`config.mk`:
```
export PLATFORM = sky130hd
export DESIGN_NAME = led_matrix_pwm
export DESIGN_NICKNAME = d
export VERILOG_FILES = /design/src/rtl/led_matrix_pwm.sv
export SDC_FILE = /design/constraint.sdc
export NUM_CORES = 1
export LEC_CHECK = 0
export ABC_AREA = 1
export BUFFER_PORTS_ARGS = -buffer_cell sky130_fd_sc_hd__clkbuf_2
export CAP_MARGIN = 10
export CORE_MARGIN = 2
export CORE_UTILIZATION = 30
export CTS_CLUSTER_SIZE = 20
export DETAILED_ROUTE_END_ITERATION = 8
export GPL_TIMING_DRIVEN = 0
export PLACE_DENSITY = 0.54
export SYNTH_ARGS = -nofsm -noshare
export SYNTH_HDL_FRONTEND = slang
export SYNTH_SLANG_ARGS = --single-unit
```
`constraint.sdc`:
```
create_clock -name clk -period 2.31 [get_ports clk]
set_clock_uncertainty 0.1 [all_clocks]
set_input_delay 0.231 -clock clk [delete_from_list [all_inputs] [get_ports clk]]
set_output_delay 0.231 -clock clk [all_outputs]
set_load 0.005 [all_outputs]
```
`src/rtl/led_matrix_pwm.sv`:
```
// rtl/led_matrix_pwm.sv - multiplexed LED matrix driver with per-LED PWM and tear-free double buffering
module led_matrix_pwm #(
    parameter int ROWS     = 4,
    parameter int COLS     = 4,
    parameter int PWM_BITS = 4,
    parameter int SCAN_DIV = 32,
    parameter int BLANK    = 2
) (
    input  logic                         clk,
    input  logic                         rst,
    input  logic [ROWS*COLS*PWM_BITS-1:0] led_level,
    input  logic                         load,
    output logic [COLS-1:0]              aled,
    output logic [ROWS-1:0]              kled_tri,
    output logic                         frame_start,
    output logic                         pending
);
    localparam int N   = ROWS * COLS;
    localparam int LW  = N * PWM_BITS;
    localparam int CW  = (SCAN_DIV > 1) ? $clog2(SCAN_DIV) : 1;
    localparam int SW  = (N > 1) ? $clog2(N) : 1;
    localparam int RW  = (ROWS > 1) ? $clog2(ROWS) : 1;
    localparam int KW  = (COLS > 1) ? $clog2(COLS) : 1;

    logic [CW-1:0]       cyc;
    logic [SW-1:0]       slot;
    logic [RW-1:0]       row;
    logic [KW-1:0]       col;
    logic [PWM_BITS-1:0] phase;
    logic [LW-1:0]       active_buf;
    logic [LW-1:0]       pending_buf;

    logic                cyc_last;
    logic                slot_last;
    logic                col_last;
    logic                row_last;
    logic                boundary;
    logic                blanking;
    logic [PWM_BITS-1:0] level;
    logic                lit;

    assign cyc_last  = (cyc == CW'(SCAN_DIV - 1));
    assign slot_last = (slot == SW'(N - 1));
    assign col_last  = (col == KW'(COLS - 1));
    assign row_last  = (row == RW'(ROWS - 1));
    assign boundary  = cyc_last && slot_last;
    assign blanking  = ({1'b0, cyc} < (CW+1)'(BLANK));
    assign level     = active_buf[slot*PWM_BITS +: PWM_BITS];
    assign lit       = (level > phase);

    // Row/column are tracked alongside slot so no divider is needed.
    always_ff @(posedge clk) begin
        if (rst) begin
            cyc   <= '0;
            slot  <= '0;
            row   <= '0;
            col   <= '0;
            phase <= '0;
        end else begin
            cyc <= cyc_last ? '0 : cyc + 1'b1;
            if (cyc_last) begin
                slot <= slot_last ? '0 : slot + 1'b1;
                if (col_last) begin
                    col <= '0;
                    row <= row_last ? '0 : row + 1'b1;
                end else begin
                    col <= col + 1'b1;
                end
                if (slot_last) begin
                    phase <= phase + 1'b1;
                end
            end
        end
    end

    always_ff @(posedge clk) begin
        if (rst) begin
            aled        <= '1;
            kled_tri    <= '0;
            frame_start <= 1'b0;
        end else begin
            frame_start <= (slot == '0) && (cyc == '0);
            if (blanking) begin
                aled     <= '1;
                kled_tri <= '0;
            end else begin
                aled     <= ~(COLS'(1) << col);
                kled_tri <= lit ? (ROWS'(1) << row) : '0;
            end
        end
    end

    // The displayed buffer only ever changes on the last cycle of a frame.
    always_ff @(posedge clk) begin
        if (rst) begin
            active_buf  <= '0;
            pending_buf <= '0;
            pending     <= 1'b0;
        end else if (boundary) begin
            if (load) begin
                active_buf <= led_level;
                pending    <= 1'b0;
            end else if (pending) begin
                active_buf <= pending_buf;
                pending    <= 1'b0;
            end
        end else if (load) begin
            pending_buf <= led_level;
            pending     <= 1'b1;
        end
    end
endmodule

```
==> reports/summary.txt <==
outcome: finished clean
Final HPWL DP: 14300 µm
GPL Wtd Cong: 0.839
CTS tree: done
cell row count: 57
highest net fanout along the worst path: 8
pin count of the biggest net entering global routing: 17
Core Box Area: 24200 µm²
CP required: 2.58 ns
Final Hold Fails: 0
syn avg cell area: 6.53 µm²
Final Slew Violations: 0
Root Driver: clkbuf_16
area of the multi-input gates: 3380 µm²
Area growth syn-to-layout: 27.0%
vias in the first global route: 6584
global route overflow: 0
Worst-Skew Late Latency: 0.43 ns
storage element area: 3100 µm²
grt met2 use: 24.9%
nets: 1356
die area: 26000 µm²
final total power: 0.00615 W
antenna violations before repair: 0
setup_tns: 0 ns
Setup Crit Path Kind: reg2reg
switch share: 22.7%
cell area after synthesis: 7410 µm²
power density cells: 654 nW/µm²
Peak Freq: 0.469 GHz
DR pass1 iterations: 6
Comb power frac: 7.7%
hold path startpoint: led_level[41]
async set-or-reset flop fraction in the synthesized netlist: 0%
Mapped Cells: 1135
ys flop type: dfxtp_1
Slew HR: 60.6%
first-pass GRT wire length: 32400 µm
global route hottest layer: met2
chip height: 161 µm
Sequential Power Share: 45.3%
worst path arrival time: 2.40 ns
worst hold path class: in2reg
Seq cells post-synth: 155
worst setup path start: slot[0]
DRC: 0
clock transition time at the flip-flop clock pins of the worst setup and hold paths: 0.06 ns
Leakage: 4.75 nW
FILL cells: 2667
# IOs: 77
maximum root-to-sink buffer count: 2
post-synth net total: 1217
Port Buffers: 75
# diodes: 0
post-synthesis sequential area ratio: 41.9%
clock group share of total power: 47.0%
Int Power: 0.00475 W
Initial Utilization: 30.6%
crit end category: flop
Yosys warnings: 0
Worst R2R Start: slot[0]
Num CTS Buffers: 17
ANT nets after route: 0
Post-synth EDFFs: 0
NetSw: 0.00140 W
Slew @ Worst Pin: 0.591 ns
Die Wd: 161 µm
layout cells sized above 1: 14.3%
Iter 0 DRT Violations: 445
GR Layer Usage met3: 3.11%
post-synth cell types: 25
vias per std cell: 4.36
H-tree depth: 4
Global Route met1 Usage: 20.9%
peak supply drop: 0.354 mV
Final setup viols: 0
Fin Hold WS: 0.00995 ns
min Tclk post-route: 2.13 ns
crit start category: flop
period utilisation layout: 92.3%
number of max-cap violations: 0
Global Route Usage Sum: 15.6%
WL per Instance: 12.5 µm
final wirelength: 20100 µm
clk sinks: 155
Vias: 7011
-- flip-flops by register name (all words and copies together), names as in the netlist --
signal       cells
active_buf      64
aled             4
col              2
cyc              5
frame_start      1
kled_tri         4
pending          1
pending_buf     64
phase            4
row              2
slot             4
-- cells by family after synthesis --
logic type / after synthesis / share of synthesized area, %
compound gates: 208 / 14.2
xor+xnor: 1 / 0.118
simple gates: 532 / 28.3
buf+inv: 224 / 12.9
flops: 155 / 41.9
fa+ha+maj: 15 / 2.53
-- power by group through the flow --
| stage | Clock (W) | Combinational, W | Sequential, W |
|---|---|---|---|
| 3_3_place_gp | 0 | 0.000423 | 0.00284 |
| 5_1_grt | 0.00306 | 0.000543 | 0.00279 |
| 2_1_floorplan | 0 | 0.000260 | 0.00284 |
| 4_1_cts | 0.00295 | 0.000480 | 0.00279 |
| 6_report | 0.00289 | 0.000475 | 0.00279 |
| 3_5_place_dp | 0 | 0.000428 | 0.00284 |
-- routing by layer --
layer | part of all wire, % | vias up | routed length (µm)
met4 | 1.6 | 0 | 323
met3 | 2.8 | 25 | 560
met2 | 45 | 102 | 9000
met1 | 51 | 3130 | 10200
li1 | - | 3754 | -
met5 | 0 | - | 0
-- worst paths after layout --
| check | to | slack [ns] | depth (start not counted) |
|---|---|---|---|
| setup / recovery | kled_tri[3] | 0.18 | 17 |
| hold / removal | pending_buf[41] | 0.01 | 3 |
| hold reg to reg | pending_buf[36] | 0.34 | 2 |
| setup reg to reg | kled_tri[3] | 0.18 | 17 |
-- metrics by stage --
step	cell area, µm²	utilization, %	instances	setup slack, ns
after detailed placement	8190	33.8	1534	-0.253
after CTS	9190	37.9	1601	0.0160
final	9410	38.8	1609	0.177
after global routing	9410	38.8	1609	-0.0106
after global placement	8190	33.8	1534	-0.231
after floorplan	7410	-	1135	0.347
-- critical path, cell delays in order, from the launching register on --
cell      delay (ns)
dfxtp_2         0.33
buf_8           0.14
clkinv_8        0.08
buf_8           0.13
nand2_1         0.06
nand3_1         0.07
nand2_1         0.06
nand2_1         0.05
nand2_1         0.06
inv_1           0.06
nand2_1         0.05
ha_1            0.28
inv_1           0.04
o21bai_1        0.15
nand2_1         0.07
nand2_1         0.12
nand3_1         0.11
nor2_1          0.10
-- cell type report --
class | instances | share of cell area (%)
multi-input combinational | 756 | 36.0
sequential | 155 | 33.0
timing repair buffer | 120 | 8.94
inverter | 158 | 6.52
clock buffer | 23 | 5.19
buffer | 66 | 4.86
tap | 324 | 4.31
clock inverter | 7 | 1.21
-- what timing repair did --
action / 4_1_cts / 5_1_grt
setup endpoints to repair: 83 / 122
cloned: 0 / 2
hold endpoints to repair: 38 / 0
pin swaps: 0 / 4
hold buffers: 37 / 0
setup buffers: 0 / 6
resized for setup: 10 / 41
-- Yosys cell counts, types with 14 or more instances --
library cell  number  area, µm²
ha_1              15        188
nand2_2           14       87.6
o21ai_0          125        626
dfxtp_1          155       3100
buf_2             31        155
clkbuf_1          21       78.8
nand3_1           38        190
a21oi_1           73        365
nand2_1          316       1190
inv_1            154        578
nor2_1           158        593
-- layout by cell type, fill, tap and decap left out, drive strengths merged, types with 37 or more instances in the layout --
master,synthesis,final
a21oi,73,73
clkbuf,21,120
inv,156,157
buf,45,52
dfxtp,155,155
nand3,38,38
dlygate4sd3,0,37
nor2,159,159
nand2,330,330
o21ai,132,132
Power figures use the tool's default switching activity.
